### config.mk
export PLATFORM = sky130hd
export DESIGN_NAME = jt51_wrqueue_flat
export DESIGN_NICKNAME = d
export VERILOG_FILES = /design/src/rtl/jt51_wrq_pkg.sv /design/src/rtl/jt51_wrqueue_if.sv /design/src/rtl/jt51_wrq_fifo.sv /design/src/rtl/jt51_wrqueue.sv /design/src/flat_wrapper.sv
export SDC_FILE = /design/constraint.sdc
export NUM_CORES = 1
export LEC_CHECK = 0
export ABC_AREA = 1
export BUFFER_PORTS_ARGS = -buffer_cell sky130_fd_sc_hd__buf_2
export CORE_UTILIZATION = 50
export CTS_CLUSTER_DIAMETER = 120
export DETAILED_ROUTE_END_ITERATION = 8
export PLACE_DENSITY = 0.69
export SLEW_MARGIN = 20
export SYNTH_ARGS = -nofsm -noshare
export SYNTH_HDL_FRONTEND = slang
export SYNTH_HIERARCHICAL = 1
export SYNTH_SLANG_ARGS = --single-unit
### constraint.sdc
create_clock -name clk -period 3.2 [get_ports clk]
set_clock_uncertainty 0.1 [all_clocks]
set_input_delay 0 -clock clk [delete_from_list [all_inputs] [get_ports clk]]
set_output_delay 0 -clock clk [all_outputs]
set_load 0.02 [all_outputs]
### src/rtl/jt51_wrq_pkg.sv
// Shared definitions for the JT51 write queue: entry layout and FSM state encoding.
package jt51_wrq_pkg;

  localparam int unsigned EntryW = 16;

  typedef enum logic [2:0] {
    StIdle = 3'd0,
    StAddr = 3'd1,
    StGap  = 3'd2,
    StData = 3'd3,
    StHold = 3'd4,
    StWait = 3'd5
  } wrq_state_e;

endpackage

### src/rtl/jt51_wrqueue_if.sv
// Host push port and register-block replay port of the JT51 write queue.
interface jt51_wrqueue_if #(
  parameter int unsigned AW = 4
);
  logic          cpu_we;
  logic [7:0]    cpu_addr;
  logic [7:0]    cpu_data;
  logic          full;
  logic          empty;
  logic [AW:0]   level;
  logic          overflow;
  logic          clr_ovf;
  logic [7:0]    mmr_din;
  logic          mmr_write;
  logic          mmr_a0;
  logic          mmr_busy;
  logic          idle;

  modport slave (
    input  cpu_we, cpu_addr, cpu_data, clr_ovf, mmr_busy,
    output full, empty, level, overflow, mmr_din, mmr_write, mmr_a0, idle
  );

  modport master (
    output cpu_we, cpu_addr, cpu_data, clr_ovf, mmr_busy,
    input  full, empty, level, overflow, mmr_din, mmr_write, mmr_a0, idle
  );
endinterface

### src/rtl/jt51_wrq_fifo.sv
// Entry storage for the write queue: 2**AW x 16-bit ring with sticky overflow flag.
module jt51_wrq_fifo
  import jt51_wrq_pkg::*;
#(
  parameter int unsigned AW = 4
) (
  input  logic              clk,
  input  logic              rst,
  input  logic              push_i,
  input  logic [EntryW-1:0] push_data_i,
  input  logic              pop_i,
  input  logic              clr_ovf_i,
  output logic [EntryW-1:0] head_o,
  output logic              full_o,
  output logic              empty_o,
  output logic [AW:0]       level_o,
  output logic              overflow_o
);

  localparam int unsigned Depth = 2 ** AW;
  localparam logic [AW:0] PtrOne = {{AW{1'b0}}, 1'b1};

  logic [EntryW-1:0] mem_q [Depth];
  logic [AW:0]       wr_ptr_q, wr_ptr_d;
  logic [AW:0]       rd_ptr_q, rd_ptr_d;
  logic              overflow_q, overflow_d;
  logic              push_ok, pop_ok;

  // Extra pointer MSB distinguishes full from empty when the index bits match.
  assign full_o  = (wr_ptr_q[AW] != rd_ptr_q[AW]) && (wr_ptr_q[AW-1:0] == rd_ptr_q[AW-1:0]);
  assign empty_o = (wr_ptr_q == rd_ptr_q);
  assign level_o = wr_ptr_q - rd_ptr_q;
  assign head_o  = mem_q[rd_ptr_q[AW-1:0]];
  assign overflow_o = overflow_q;

  assign push_ok = push_i && !full_o;
  assign pop_ok  = pop_i && !empty_o;

  always_comb begin
    wr_ptr_d   = push_ok ? wr_ptr_q + PtrOne : wr_ptr_q;
    rd_ptr_d   = pop_ok ? rd_ptr_q + PtrOne : rd_ptr_q;
    overflow_d = overflow_q;
    if (push_i && full_o) begin
      overflow_d = 1'b1;
    end else if (clr_ovf_i) begin
      overflow_d = 1'b0;
    end
  end

  always_ff @(posedge clk or posedge rst) begin
    if (rst) begin
      wr_ptr_q   <= '0;
      rd_ptr_q   <= '0;
      overflow_q <= 1'b0;
    end else begin
      wr_ptr_q   <= wr_ptr_d;
      rd_ptr_q   <= rd_ptr_d;
      overflow_q <= overflow_d;
    end
  end

  always_ff @(posedge clk) begin
    if (push_ok) begin
      mem_q[wr_ptr_q[AW-1:0]] <= push_data_i;
    end
  end

endmodule

### src/rtl/jt51_wrqueue.sv
// Host write buffer for the JT51 register block: replays queued (addr, data) pairs
// as address/data writes and waits out the block's busy flag between data writes.
module jt51_wrqueue
  import jt51_wrq_pkg::*;
#(
  parameter int unsigned AW             = 4,
  parameter bit          SKIP_SAME_ADDR = 1'b1
) (
  input  logic           clk,
  input  logic           rst,
  jt51_wrqueue_if.slave  bus
);

  logic [EntryW-1:0] head;
  logic              fifo_empty;
  logic              pop;
  logic [7:0]        head_addr, head_data;

  wrq_state_e state_q, state_d;
  logic [7:0] cur_addr_q, cur_addr_d;
  logic [7:0] cur_data_q, cur_data_d;
  logic [7:0] last_addr_q, last_addr_d;
  logic       last_vld_q, last_vld_d;
  logic [7:0] din_q, din_d;
  logic       a0_q, a0_d;
  logic       write_q, write_d;

  jt51_wrq_fifo #(
    .AW (AW)
  ) u_fifo (
    .clk         (clk),
    .rst         (rst),
    .push_i      (bus.cpu_we),
    .push_data_i ({bus.cpu_addr, bus.cpu_data}),
    .pop_i       (pop),
    .clr_ovf_i   (bus.clr_ovf),
    .head_o      (head),
    .full_o      (bus.full),
    .empty_o     (fifo_empty),
    .level_o     (bus.level),
    .overflow_o  (bus.overflow)
  );

  assign head_addr     = head[15:8];
  assign head_data     = head[7:0];
  assign bus.empty     = fifo_empty;
  assign bus.mmr_din   = din_q;
  assign bus.mmr_a0    = a0_q;
  assign bus.mmr_write = write_q;
  assign bus.idle      = (state_q == StIdle) && fifo_empty;

  // Bus outputs are registered: the value for the next state is loaded on the transition.
  always_comb begin
    state_d     = state_q;
    cur_addr_d  = cur_addr_q;
    cur_data_d  = cur_data_q;
    last_addr_d = last_addr_q;
    last_vld_d  = last_vld_q;
    din_d       = din_q;
    a0_d        = a0_q;
    write_d     = 1'b0;
    pop         = 1'b0;
    unique case (state_q)
      StIdle: begin
        if (!fifo_empty) begin
          pop        = 1'b1;
          cur_addr_d = head_addr;
          cur_data_d = head_data;
          write_d    = 1'b1;
          if (SKIP_SAME_ADDR && last_vld_q && (head_addr == last_addr_q)) begin
            state_d = StData;
            a0_d    = 1'b1;
            din_d   = head_data;
          end else begin
            state_d = StAddr;
            a0_d    = 1'b0;
            din_d   = head_addr;
          end
        end
      end
      StAddr: begin
        last_addr_d = cur_addr_q;
        last_vld_d  = 1'b1;
        state_d     = StGap;
      end
      // The register block only starts busy on a fresh rising write edge with a0=1.
      StGap: begin
        state_d = StData;
        write_d = 1'b1;
        a0_d    = 1'b1;
        din_d   = cur_data_q;
      end
      StData:  state_d = StHold;
      StHold:  state_d = StWait;
      StWait: begin
        if (!bus.mmr_busy) begin
          state_d = StIdle;
        end
      end
      default: state_d = StIdle;
    endcase
  end

  always_ff @(posedge clk or posedge rst) begin
    if (rst) begin
      state_q     <= StIdle;
      cur_addr_q  <= '0;
      cur_data_q  <= '0;
      last_addr_q <= '0;
      last_vld_q  <= 1'b0;
      din_q       <= '0;
      a0_q        <= 1'b0;
      write_q     <= 1'b0;
    end else begin
      state_q     <= state_d;
      cur_addr_q  <= cur_addr_d;
      cur_data_q  <= cur_data_d;
      last_addr_q <= last_addr_d;
      last_vld_q  <= last_vld_d;
      din_q       <= din_d;
      a0_q        <= a0_d;
      write_q     <= write_d;
    end
  end

endmodule
### src/flat_wrapper.sv
// flat-port wrapper written by rule: the top's interface ports become plain ports
module jt51_wrqueue_flat import jt51_wrq_pkg::*;
#(
  parameter int unsigned AW             = 4,
  parameter bit          SKIP_SAME_ADDR = 1'b1
)
  (clk, rst, bus_cpu_we, bus_cpu_addr, bus_cpu_data, bus_clr_ovf, bus_mmr_busy, bus_full, bus_empty, bus_level, bus_overflow, bus_mmr_din, bus_mmr_write, bus_mmr_a0, bus_idle);
  jt51_wrqueue_if #(.AW(AW)) bus_i ();
  input  logic clk;
  input  logic rst;
  input wire logic [$bits(bus_i.cpu_we)-1:0] bus_cpu_we;
  input wire logic [$bits(bus_i.cpu_addr)-1:0] bus_cpu_addr;
  input wire logic [$bits(bus_i.cpu_data)-1:0] bus_cpu_data;
  input wire logic [$bits(bus_i.clr_ovf)-1:0] bus_clr_ovf;
  input wire logic [$bits(bus_i.mmr_busy)-1:0] bus_mmr_busy;
  output wire logic [$bits(bus_i.full)-1:0] bus_full;
  output wire logic [$bits(bus_i.empty)-1:0] bus_empty;
  output wire logic [$bits(bus_i.level)-1:0] bus_level;
  output wire logic [$bits(bus_i.overflow)-1:0] bus_overflow;
  output wire logic [$bits(bus_i.mmr_din)-1:0] bus_mmr_din;
  output wire logic [$bits(bus_i.mmr_write)-1:0] bus_mmr_write;
  output wire logic [$bits(bus_i.mmr_a0)-1:0] bus_mmr_a0;
  output wire logic [$bits(bus_i.idle)-1:0] bus_idle;
  assign bus_i.cpu_we = bus_cpu_we;
  assign bus_i.cpu_addr = bus_cpu_addr;
  assign bus_i.cpu_data = bus_cpu_data;
  assign bus_i.clr_ovf = bus_clr_ovf;
  assign bus_i.mmr_busy = bus_mmr_busy;
  assign bus_full = bus_i.full;
  assign bus_empty = bus_i.empty;
  assign bus_level = bus_i.level;
  assign bus_overflow = bus_i.overflow;
  assign bus_mmr_din = bus_i.mmr_din;
  assign bus_mmr_write = bus_i.mmr_write;
  assign bus_mmr_a0 = bus_i.mmr_a0;
  assign bus_idle = bus_i.idle;
  jt51_wrqueue #(.AW(AW), .SKIP_SAME_ADDR(SKIP_SAME_ADDR)) u_core (.clk(clk), .rst(rst), .bus(bus_i));
endmodule
==> flow_summary.ini, run 1 <==
[placement]
gpl.final_weighted_congestion = 0.826
detailedPlacementHpwl_microns = 19700
io_buffers = 39

[grt]
grt_start_max_net_pins = 107
antenna_found_initial = 0
groute.usage.overall_pct = 23.2
grt_pass1_wl_microns = 50600
number_of_global_route_vias_before_repair = 9448
overflow = 0

[critical_path]
timing_worst_setup_path_type = register to output port
cp.required_ns = 3.10
timing.critical_path.slowest_cell_delay_ns = 0.63
crit_chain = clkinv_1 > ha_1 > nand4_1 > inv_1 > nand2_1 > inv_1 > inv_1 > nor2_1 > buf_2
crit_path_frequent_cell = sky130_fd_sc_hd__inv_1
worst-r2r-cell-count = 8
worst_r2r_setup_slack_ns = 0.44
worst_ep_arrival_time_ns = 2.83
setup.worst_path.end_class = output port
rr_startpoint = u_core/u_fifo/rd_ptr_q[2]$_DFFE_PP0P_
cpMaxStageDelayCell = sky130_fd_sc_hd__dfrtp_1
timing.rr.end = u_core/u_fifo/mem_q[5][2]$_DFFE_PP_
critical_path.max_fanout = 11
critPathLaunchType = register

[clock_network]
postCtsSetupRepairBufs = 0
worst_setup_hold_path_clk_slew_ns = 0.06
ctsRootBufferMaster = sky130_fd_sc_hd__clkbuf_16
h-tree-depth = 1
clock_insertion_delay_worst_skew_ns = 0.55
cts_tree = built
cts-resized-gates = 0
cts_sinks = 305
cts_hold_buf = 22
cts_max_path_buffers = 3
cts_buffers = 31

[logic_synthesis]
mappedNetlistArea_sq_um = 13900
syn_warnings = 6
synth_top_area_share_pct = 55.1
syn_nets = 1487
postSynthAreaPerCell_sq_um = 9.58
most_area_hungry_cell_type_in_the_yosys_netlist = sky130_fd_sc_hd__edfxtp_1
postSynthCellCount = 1456
number_of_storage_elements_in_the_synthesis_netlist = 305
synth_top_cells_by_area = sky130_fd_sc_hd__edfxtp_1 55%, sky130_fd_sc_hd__nand2_1 13%, sky130_fd_sc_hd__dfrtp_1 8.8%
ys_types = 34
synth_seq_area_share_pct = 63.9

[finish]
area_growth_syn_to_layout_pct = 13.4
layout.filler_cells = 2324
num_antenna_cells = 0
commonest_non_fill_non_tap_cell_in_the_layout = sky130_fd_sc_hd__nand2_1
combined_area_of_the_multi_input_logic_cells_sq_um = 3530
drive_gt1_share_pct = 10.7
nets = 1566
most-common-layout-cells = 485 x sky130_fd_sc_hd__nand2_1, 297 x sky130_fd_sc_hd__inv_1, 256 x sky130_fd_sc_hd__edfxtp_1, 184 x sky130_fd_sc_hd__nand3_1, 47 x sky130_fd_sc_hd__dfrtp_1
ff_latch_area_sq_um = 8920

[timing]
timing.final.hold_violations = 0
unrepaired_setup_endpoints_after_global_routing = false
finalSetupViolations = 0
final_min_period_over_clock_period_pct = 91.6
setup_tns_ns = 0
slew_viol_final = 0
maxSlewHeadroom_pct = 57.4
worstMarginPinSlew_ns = 0.635
achievable-frequency_mhz = 341
fin_crit_ns = 2.93

[floorplanning]
initial_core_utilization_pct = 51.3
row_count = 60
dieArea_sq_um = 28600
floorplan.die.width_microns = 169
placeableCoreArea_sq_um = 27200
dieHeight_microns = 169
io_pins = 40

[pwr]
ir_worst_vdd_uv = 537
finalPower_mw = 13.7
p_per_area_nw_per_um2 = 870
power.leakage_nw = 7.25

[detailed_routing]
route.detailed.drc = 0
dr.pass1.iters = 5
routedWlPerCell_microns = 16.6
vias_per_cell = 5.00
antenna_left = 0
drtIter0Drc = 836
detailed_route_wl_microns = 32000
num_vias = 9646

[flow_run]
cap_violations = 0

[worst_hold_path]
worst_hold_path_type = input pin to asynchronous set/reset pin

[outcome]
status = finished clean
## registers in the layout, indices dropped and copies added (netlist names)
name	count
u_core/bus.mmr_a0	1
u_core/bus.mmr_din	8
u_core/bus.mmr_write	1
u_core/cur_addr_q	8
u_core/cur_data_q	8
u_core/last_addr_q	8
u_core/last_vld_q	1
u_core/state_q	3
u_core/u_fifo/mem_q	256
u_core/u_fifo/overflow_o	1
u_core/u_fifo/rd_ptr_q	5
u_core/u_fifo/wr_ptr_q	5
## cells in the mapped netlist
cell type / instances
sky130_fd_sc_hd__buf_1: 2
sky130_fd_sc_hd__buf_8: 1
sky130_fd_sc_hd__buf_4: 13
sky130_fd_sc_hd__o221ai_1: 1
sky130_fd_sc_hd__nand2_4: 1
sky130_fd_sc_hd__nor3_1: 3
sky130_fd_sc_hd__nand3_1: 184
sky130_fd_sc_hd__xnor2_2: 1
sky130_fd_sc_hd__nor2_1: 20
sky130_fd_sc_hd__clkbuf_1: 6
sky130_fd_sc_hd__nor2_8: 1
sky130_fd_sc_hd__buf_6: 5
sky130_fd_sc_hd__nand2_1: 485
sky130_fd_sc_hd__nand4_1: 2
sky130_fd_sc_hd__nor2_2: 4
sky130_fd_sc_hd__a2bb2oi_2: 1
sky130_fd_sc_hd__ha_1: 9
sky130_fd_sc_hd__o21ai_0: 37
sky130_fd_sc_hd__buf_2: 28
sky130_fd_sc_hd__nand3_2: 1
sky130_fd_sc_hd__inv_1: 298
sky130_fd_sc_hd__clkinv_1: 2
sky130_fd_sc_hd__a21oi_2: 1
sky130_fd_sc_hd__a21oi_1: 4
sky130_fd_sc_hd__nand3_4: 1
sky130_fd_sc_hd__fa_1: 1
sky130_fd_sc_hd__nor2_4: 5
sky130_fd_sc_hd__o21ai_1: 2
sky130_fd_sc_hd__nand2_2: 3
sky130_fd_sc_hd__xor2_1: 8
sky130_fd_sc_hd__dfrtp_1: 49
sky130_fd_sc_hd__xnor2_1: 3
sky130_fd_sc_hd__edfxtp_1: 256
sky130_fd_sc_hd__inv_2: 18
## worst max-delay path by stage
stage	slack, ns	startpoint	to
2_1_floorplan	0.09	u_core/u_fifo/rd_ptr_q[3]$_DFFE_PP0P_	u_core/u_fifo/mem_q[3][0]$_DFFE_PP_
3_3_place_gp	0.63	u_core/u_fifo/rd_ptr_q[0]$_DFFE_PP0P_	u_core/bus.mmr_din[0]$_DFFE_PP0P_
3_5_place_dp	0.55	u_core/u_fifo/rd_ptr_q[2]$_DFFE_PP0P_	u_core/u_fifo/mem_q[11][14]$_DFFE_PP_
4_1_cts	0.29	u_core/u_fifo/rd_ptr_q[2]$_DFFE_PP0P_	bus_idle
5_1_grt	0.06	u_core/u_fifo/rd_ptr_q[2]$_DFFE_PP0P_	bus_idle
6_report	0.27	u_core/u_fifo/rd_ptr_q[2]$_DFFE_PP0P_	bus_idle
## power breakdown
group	total (mW)	switching [mW]	internal (mW)
Sequential	5.15	0.269	4.88
Clock	3.41	1.41	2.00
Combinational	5.19	3.62	1.57
## worst max-delay path, delay by kind of cell, from the launching register on
kind                       cells  cell delay [ns]
adders and majority gates      1             0.41
buffers and inverters          5             0.79
DFF                            1             0.63
and+or+nand+nor                3             0.45
## cell type report
type	count	area share [%]
tap	372	2.94
sequential	305	56.4
clock buffer	41	5.15
clock inverter	13	0.831
inverter	318	7.56
timing repair buffer	101	4.77
multi-input combinational	778	22.3
## layer usage
metal / global-route usage (%) / up-vias / share of wire (%)
li1: - / 4703 / -
met1: 31.6 / 4600 / 43
met2: 38.2 / 283 / 47
met3: 3.34 / 60 / 6.5
met4: 8.54 / 0 / 3.2
met5: 0 / - / 0
## stage by stage
| step | cells | setup WS, ns | instance area, sq um | hold slack [ns] | utilization (%) |
|---|---|---|---|---|---|
| CTS | 1928 | 0.286 | 15800 | 0.0198 | 58.2 |
| finish | 1928 | 0.270 | 15800 | 0.0193 | 58.2 |
| global placement | 1852 | 0.632 | 14600 | -0.0762 | 53.9 |
| floorplan | 1456 | 0.0887 | 13900 | -0.248 | - |
| global route | 1928 | 0.0589 | 15800 | 0.0664 | 58.2 |
| detailed placement | 1852 | 0.553 | 14600 | -0.0729 | 53.9 |
## cell families after synthesis
group	Yosys count	share of synthesized area (%)
and+or+nand+nor	710	21.5
buffers and inverters	373	11.0
DFF	305	63.9
AOI/OAI and AO/OA	46	1.78
xor gates and xnor gates	12	0.808
adders and majority gates	10	0.951
No activity file was read; power rests on OpenSTA's default activity.
==> run 2: changes to the inputs <==
--- a/config.mk
+++ b/config.mk
@@ -7,10 +7,10 @@
 export LEC_CHECK = 0
 export ABC_AREA = 1
 export BUFFER_PORTS_ARGS = -buffer_cell sky130_fd_sc_hd__buf_2
-export CORE_UTILIZATION = 50
+export CORE_UTILIZATION = 56
 export CTS_CLUSTER_DIAMETER = 120
 export DETAILED_ROUTE_END_ITERATION = 8
-export PLACE_DENSITY = 0.69
+export PLACE_DENSITY = 0.76
 export SLEW_MARGIN = 20
 export SYNTH_ARGS = -nofsm -noshare
 export SYNTH_HDL_FRONTEND = slang
==> run 2 against run 1 <==
  * Via count grew 0.17%
  * Critical path type unchanged
  * Global-route usage is 1.5 points higher
  * First-iteration DRC count decreased by 12%
  * Critical endpoint unchanged
  * Cell area fell by 0.72%
==> flow_summary.ini, run 2 (synthesis gave the netlist of run 1 again) <==
[outcome]
status = finished clean

[timing]
timing.final.hold_violations = 0
final_min_period_over_clock_period_pct = 82.8
unrepaired_setup_endpoints_after_global_routing = false
hold_slack_ns = 0.0305
slew_viol_final = 0
fin_crit_ns = 2.65
setup_tns_ns = 0
worstMarginPinSlew_ns = 0.672
achievable-frequency_mhz = 377
maxSlewHeadroom_pct = 54.9
finalSetupViolations = 0
post-route-worst-setup-slack_ns = 0.551

[finish]
ff_latch_area_sq_um = 8920
drive_gt1_share_pct = 10.3
nets = 1559
most-common-layout-cells = 485 x sky130_fd_sc_hd__nand2_1, 297 x sky130_fd_sc_hd__inv_1, 256 x sky130_fd_sc_hd__edfxtp_1, 184 x sky130_fd_sc_hd__nand3_1, 47 x sky130_fd_sc_hd__dfrtp_1
fin_area_sq_um = 15700
combined_area_of_the_multi_input_logic_cells_sq_um = 3510
commonest_non_fill_non_tap_cell_in_the_layout = sky130_fd_sc_hd__nand2_1
number_of_flip_flops_in_the_largest_register = 256
layout.filler_cells = 1820
area_growth_syn_to_layout_pct = 12.5
fin_util_pct = 64.3

[floorplanning]
floorplan.die.width_microns = 160
initial_core_utilization_pct = 57.2
placeableCoreArea_sq_um = 24400
row_count = 57
io_pins = 40
dieHeight_microns = 160
dieArea_sq_um = 25500

[detailed_routing]
routedWlPerCell_microns = 16.4
dr.pass1.iters = 6
antenna_left = 0
detailed_route_wl_microns = 30800
route.detailed.drc = 0
num_vias = 9662
drtIter0Drc = 735
vias_per_cell = 5.15

[critical_path]
timing_worst_setup_path_type = register to output port
setup.worst_path.end_class = output port
critical_path.max_fanout = 5
cp.required_ns = 3.10
worst_ep_arrival_time_ns = 2.55
critPathLaunchType = register

[clock_network]
cts_max_path_buffers = 3
cts_buffers = 30
clock_insertion_delay_worst_skew_ns = 0.56
cts-resized-gates = 0
worst_setup_hold_path_clk_slew_ns = 0.06
h-tree-depth = 1
cts_sinks = 305
ctsRootBufferMaster = sky130_fd_sc_hd__clkbuf_16
cts_tree = built

[flow_run]
cap_violations = 0

[placement]
io_buffers = 39
detailed_place.area_sq_um = 14600
detailedPlacementHpwl_microns = 18600
place_ws_ns = 0.555
gpl.final_weighted_congestion = 0.838

[pwr]
ir_worst_vdd_uv = 543
p_per_area_nw_per_um2 = 863
power.leakage_nw = 7.23

[grt]
antenna_found_initial = 0
grt_pass1_wl_microns = 48800
groute.usage.overall_pct = 24.7
grt_start_max_net_pins = 96
number_of_global_route_vias_before_repair = 9400
overflow = 0

[worst_hold_path]
worst_hold_path_type = input pin to asynchronous set/reset pin
==> run 2: cell count changes in the layout (fill, tap and decap cells not counted) <==
cell	delta
sky130_fd_sc_hd__buf_12	+3
sky130_fd_sc_hd__buf_4	-9
sky130_fd_sc_hd__bufinv_16	-2
sky130_fd_sc_hd__clkbuf_1	-6
sky130_fd_sc_hd__clkinv_2	+6
sky130_fd_sc_hd__clkinv_4	+1
sky130_fd_sc_hd__clkinvlp_4	+1
sky130_fd_sc_hd__diode_2	+2
sky130_fd_sc_hd__nor2_1	+6
sky130_fd_sc_hd__nor2_2	-6
==> run 2: path summary, 6_finish.rpt <==
check                                                      start                                    end  slack, ns  depth (start not counted)
setup reg to reg           u_core/u_fifo/rd_ptr_q[0]$_DFFE_PP0P_      u_core/bus.mmr_din[3]$_DFFE_PP0P_       0.56                         17
min in group clk                                    bus_mmr_busy          u_core/state_q[2]$_DFFE_PP0P_       0.23                          4
hold reg to reg                u_core/last_addr_q[0]$_DFFE_PP0P_      u_core/last_addr_q[0]$_DFFE_PP0P_       0.39                          2
max in group asynchronous                                    rst  u_core/u_fifo/rd_ptr_q[0]$_DFFE_PP0P_       2.19                          4
setup / recovery           u_core/u_fifo/rd_ptr_q[2]$_DFFE_PP0P_                               bus_idle       0.55                          9
hold / removal                                               rst       u_core/cur_addr_q[1]$_DFFE_PP0P_       0.03                          4
==> run 2: metrics by stage <==
step,instances,power (mW)
final,1876,13.5
after global routing,1874,14.4
after CTS,1874,13.6
after detailed placement,1798,10.3
after global placement,1798,10.1
after floorplan,1456,8.91
==> run 2: layout make-up <==
| class | instances | area share [%] |
|---|---|---|
| multi-input cells | 778 | 22.4 |
| clock buffers | 35 | 5.04 |
| well taps | 324 | 2.58 |
| inverters | 318 | 7.62 |
| repair buffers | 95 | 4.75 |
| clock inverters | 19 | 0.750 |
| diodes | 2 | 0.0319 |
| flip-flops and latches | 305 | 56.8 |
==> run 2: routing by layer <==
metal	global-route usage [%]	vias up	part of all wire (%)
met4	10.6	0	3.8
li1	-	4695	-
met3	3.71	78	6.7
met2	42.0	349	49
met1	31.7	4540	40
met5	0.379	-	0
==> run 2: critical path: stages, from the launching register on <==
cell and delay (ns):
sky130_fd_sc_hd__dfrtp_1 0.43, sky130_fd_sc_hd__clkinv_1 0.12, sky130_fd_sc_hd__ha_1 0.39, sky130_fd_sc_hd__nand4_1 0.20, sky130_fd_sc_hd__inv_1 0.11, sky130_fd_sc_hd__nand2_1 0.12
sky130_fd_sc_hd__inv_1 0.22, sky130_fd_sc_hd__inv_1 0.08, sky130_fd_sc_hd__nor2_1 0.13, sky130_fd_sc_hd__buf_2 0.18
==> run 2: repair_timing <==
| action | CTS | global route |
|---|---|---|
| setup buffers | 0 | 0 |
| setup endpoints to repair | 0 | 0 |
| hold buffers | 22 | 0 |
| hold endpoints to repair | 316 | 0 |
==> run 2: report_power, final <==
| part | switching (mW) | internal, mW |
|---|---|---|
| clock | 1.44 | 1.83 |
| combinational | 3.57 | 1.57 |
| sequential | 0.256 | 4.88 |
| total | 5.27 | 8.28 |
==> run 3: changes to the inputs <==
==> constraint.sdc (replaced) <==
create_clock -name clk -period 2.4 [get_ports clk]
set_clock_uncertainty 0.1 [all_clocks]
set_input_delay 0 -clock clk [delete_from_list [all_inputs] [get_ports clk]]
set_output_delay 0 -clock clk [all_outputs]
set_load 0.02 [all_outputs]
==> run 3 against run 2 <==
  * The run now ends with setup timing left
  * Largest power group unchanged
  * Largest cell class unchanged
  * Cell count is 2.2% higher
  * Combinational power increased by 72%
  * Non-clock buffer count grew 43
  * Clock power up 38%
  * Worst setup slack worse by 0.62 ns
  * Core utilization is 4.9 points higher
  * Sequential power grew 34%
  * Sequential share of layout area is 4.1 points lower
  * Routed wire length rose by 8.5%
  * First-iteration DRC count grew 22%
  * Hold slack got worse by 0.0087 ns
  * Global-route usage grew 0.64 points
==> flow_summary.ini, run 3 (synthesis gave the netlist of run 1 again) <==
[critical_path]
rr_startpoint = u_core/u_fifo/rd_ptr_q[0]$_DFFE_PP0P_
worst_ep_arrival_time_ns = 2.81
timing_worst_setup_path_type = register to register
setup.worst_path.end_class = register
critPathLaunchType = register
crit_path_start = u_core/u_fifo/rd_ptr_q[0]$_DFFE_PP0P_
critical_path.max_fanout = 8
cp.required_ns = 2.74

[flow_run]
cap_violations = 0

[grt]
grt_start_max_net_pins = 68
antenna_found_initial = 0
groute.usage.overall_pct = 25.3
grt_pass1_wl_microns = 50300
overflow = 0
number_of_global_route_vias_before_repair = 9709

[detailed_routing]
drtIter0Drc = 895
maxUsedRoutingLayer = met4
routedWlPerCell_microns = 17.4
vias_per_cell = 5.28
detailroute.wirelength.met3_microns = 2580
num_vias = 10100
route.detailed.drc = 0
wl_met2_microns = 16900
antenna_left = 0
dr.pass1.iters = 5
detailed_route_wl_microns = 33400
wl_met1_microns = 12800

[placement]
number_of_cells_in_the_design_after_placement = 1826
detailedPlacementHpwl_microns = 19700
io_buffers = 39
gpl.final_weighted_congestion = 0.845

[timing]
timing.final.hold_violations = 0
unrepaired_setup_endpoints_after_global_routing = true
setup_tns_ns = -0.411
fin_crit_ns = 2.47
maxSlewHeadroom_pct = 62.6
slew_viol_final = 0
post-route-worst-setup-slack_ns = -0.0699
worstMarginPinSlew_ns = 0.559
final_min_period_over_clock_period_pct = 103
finalSetupViolations = 8
achievable-frequency_mhz = 405

[clock_network]
cts_sinks = 305
ctsRootBufferMaster = sky130_fd_sc_hd__clkbuf_16
clock_insertion_delay_worst_skew_ns = 0.55
cts_max_path_buffers = 3
cts_buffers = 30
worst_setup_hold_path_clk_slew_ns = 0.06
cts_tree = built
h-tree-depth = 1

[floorplanning]
dieHeight_microns = 160
floorplan.die.width_microns = 160
io_pins = 40
row_count = 57
placeableCoreArea_sq_um = 24400
initial_core_utilization_pct = 57.2
dieArea_sq_um = 25500

[finish]
area_growth_syn_to_layout_pct = 21.2
instances_no_fill = 1918
drive_gt1_share_pct = 17.3
most-common-layout-cells = 465 x sky130_fd_sc_hd__nand2_1, 293 x sky130_fd_sc_hd__inv_1, 256 x sky130_fd_sc_hd__edfxtp_1, 163 x sky130_fd_sc_hd__nand3_1, 47 x sky130_fd_sc_hd__dfrtp_1
num_antenna_cells = 0
commonest_non_fill_non_tap_cell_in_the_layout = sky130_fd_sc_hd__nand2_1
number_of_flip_flops_in_the_largest_register = 256
nets = 1602

[outcome]
status = complete, but fails checks
violations = setup timing

[pwr]
ir_worst_vdd_uv = 730
power.leakage_nw = 7.66
p_per_area_nw_per_um2 = 1200

[worst_hold_path]
worst_hold_path_type = input pin to asynchronous set/reset pin
## run 3: changes by cell type in the layout (fill, tap and decap cells not counted), moves of 8 or more
cell and delta:
sky130_fd_sc_hd__buf_12 +21, sky130_fd_sc_hd__nand3_1 -21, sky130_fd_sc_hd__nand3_2 +21, sky130_fd_sc_hd__nand2_1 -20
sky130_fd_sc_hd__nor2_1 -16, sky130_fd_sc_hd__nor2_4 +14, sky130_fd_sc_hd__nand2_2 +12, sky130_fd_sc_hd__buf_4 +8
sky130_fd_sc_hd__nand2_4 +8
## run 3: where the power goes
group          internal (mW)  switching (mW)
clock network           2.57            1.94
registers               6.50           0.353
logic                   3.27            5.58
total                   12.3            7.87
## run 3: critical path: stages, from the launching register on
cell,delay (ns)
sky130_fd_sc_hd__dfrtp_4,0.57
sky130_fd_sc_hd__clkinv_8,0.14
sky130_fd_sc_hd__buf_4,0.13
sky130_fd_sc_hd__buf_6,0.10
sky130_fd_sc_hd__nand2_1,0.05
sky130_fd_sc_hd__nand3_1,0.08
sky130_fd_sc_hd__nand2_1,0.08
sky130_fd_sc_hd__nand2_1,0.08
sky130_fd_sc_hd__nand2_1,0.08
sky130_fd_sc_hd__inv_2,0.05
sky130_fd_sc_hd__nand2_2,0.12
sky130_fd_sc_hd__xor2_2,0.21
sky130_fd_sc_hd__nor2_4,0.18
sky130_fd_sc_hd__buf_12,0.15
sky130_fd_sc_hd__nand3_2,0.07
sky130_fd_sc_hd__nand3_1,0.10
sky130_fd_sc_hd__nand2_1,0.06
## run 3: final cells by class
type | count | area (sq um)
Clock inverter | 19 | 155
Sequential cell | 305 | 8920
Tap cell | 324 | 405
Clock buffer | 36 | 795
Fill cell | 1699 | 7490
Multi-Input combinational cell | 778 | 3900
Inverter | 318 | 1210
Timing Repair Buffer | 138 | 1520
## run 3: through the flow
step	worst slack [ns]	hold WS (ns)	utilization (%)	cell area, sq um	power (mW)
6_report	-0.0699	0.0219	69.3	16900	20.2
5_1_grt	-0.237	0.0830	69.3	16900	21.3
3_5_place_dp	0.00525	-0.0635	62.4	15200	14.5
4_1_cts	0.000122	0.00496	67.5	16500	19.2
2_1_floorplan	0.00779	-0.248	-	14200	12.1
3_3_place_gp	0.0381	-0.0653	62.4	15200	14.3
## run 3: routing by layer
metal  vias to the layer above  GRT usage (%)
met2                       492           45.2
li1                       4783              -
met4                         0           8.87
met1                      4752           31.8
met3                        91           3.43
met5                         -              0
## run 3: path summary, 6_finish.rpt
| check | cells past startpoint | slack [ns] | to |
|---|---|---|---|
| setup / recovery | 16 | -0.07 | u_core/bus.mmr_din[6]$_DFFE_PP0P_ |
| hold / removal | 4 | 0.02 | u_core/cur_addr_q[1]$_DFFE_PP0P_ |
| max in group asynchronous | 4 | 1.37 | u_core/u_fifo/rd_ptr_q[0]$_DFFE_PP0P_ |
| setup reg to reg | 16 | -0.07 | u_core/bus.mmr_din[6]$_DFFE_PP0P_ |
| min in group clk | 4 | 0.24 | u_core/state_q[2]$_DFFE_PP0P_ |
| hold reg to reg | 2 | 0.37 | u_core/last_vld_q$_DFFE_PP0P_ |
## run 3: what timing repair did
action,CTS,global route
gates cloned,1,6
pin swaps,3,25
hold buffers,22,0
setup endpoints to repair,4,30
setup buffers,1,7
gates resized for setup,7,66
hold endpoints to repair,330,0
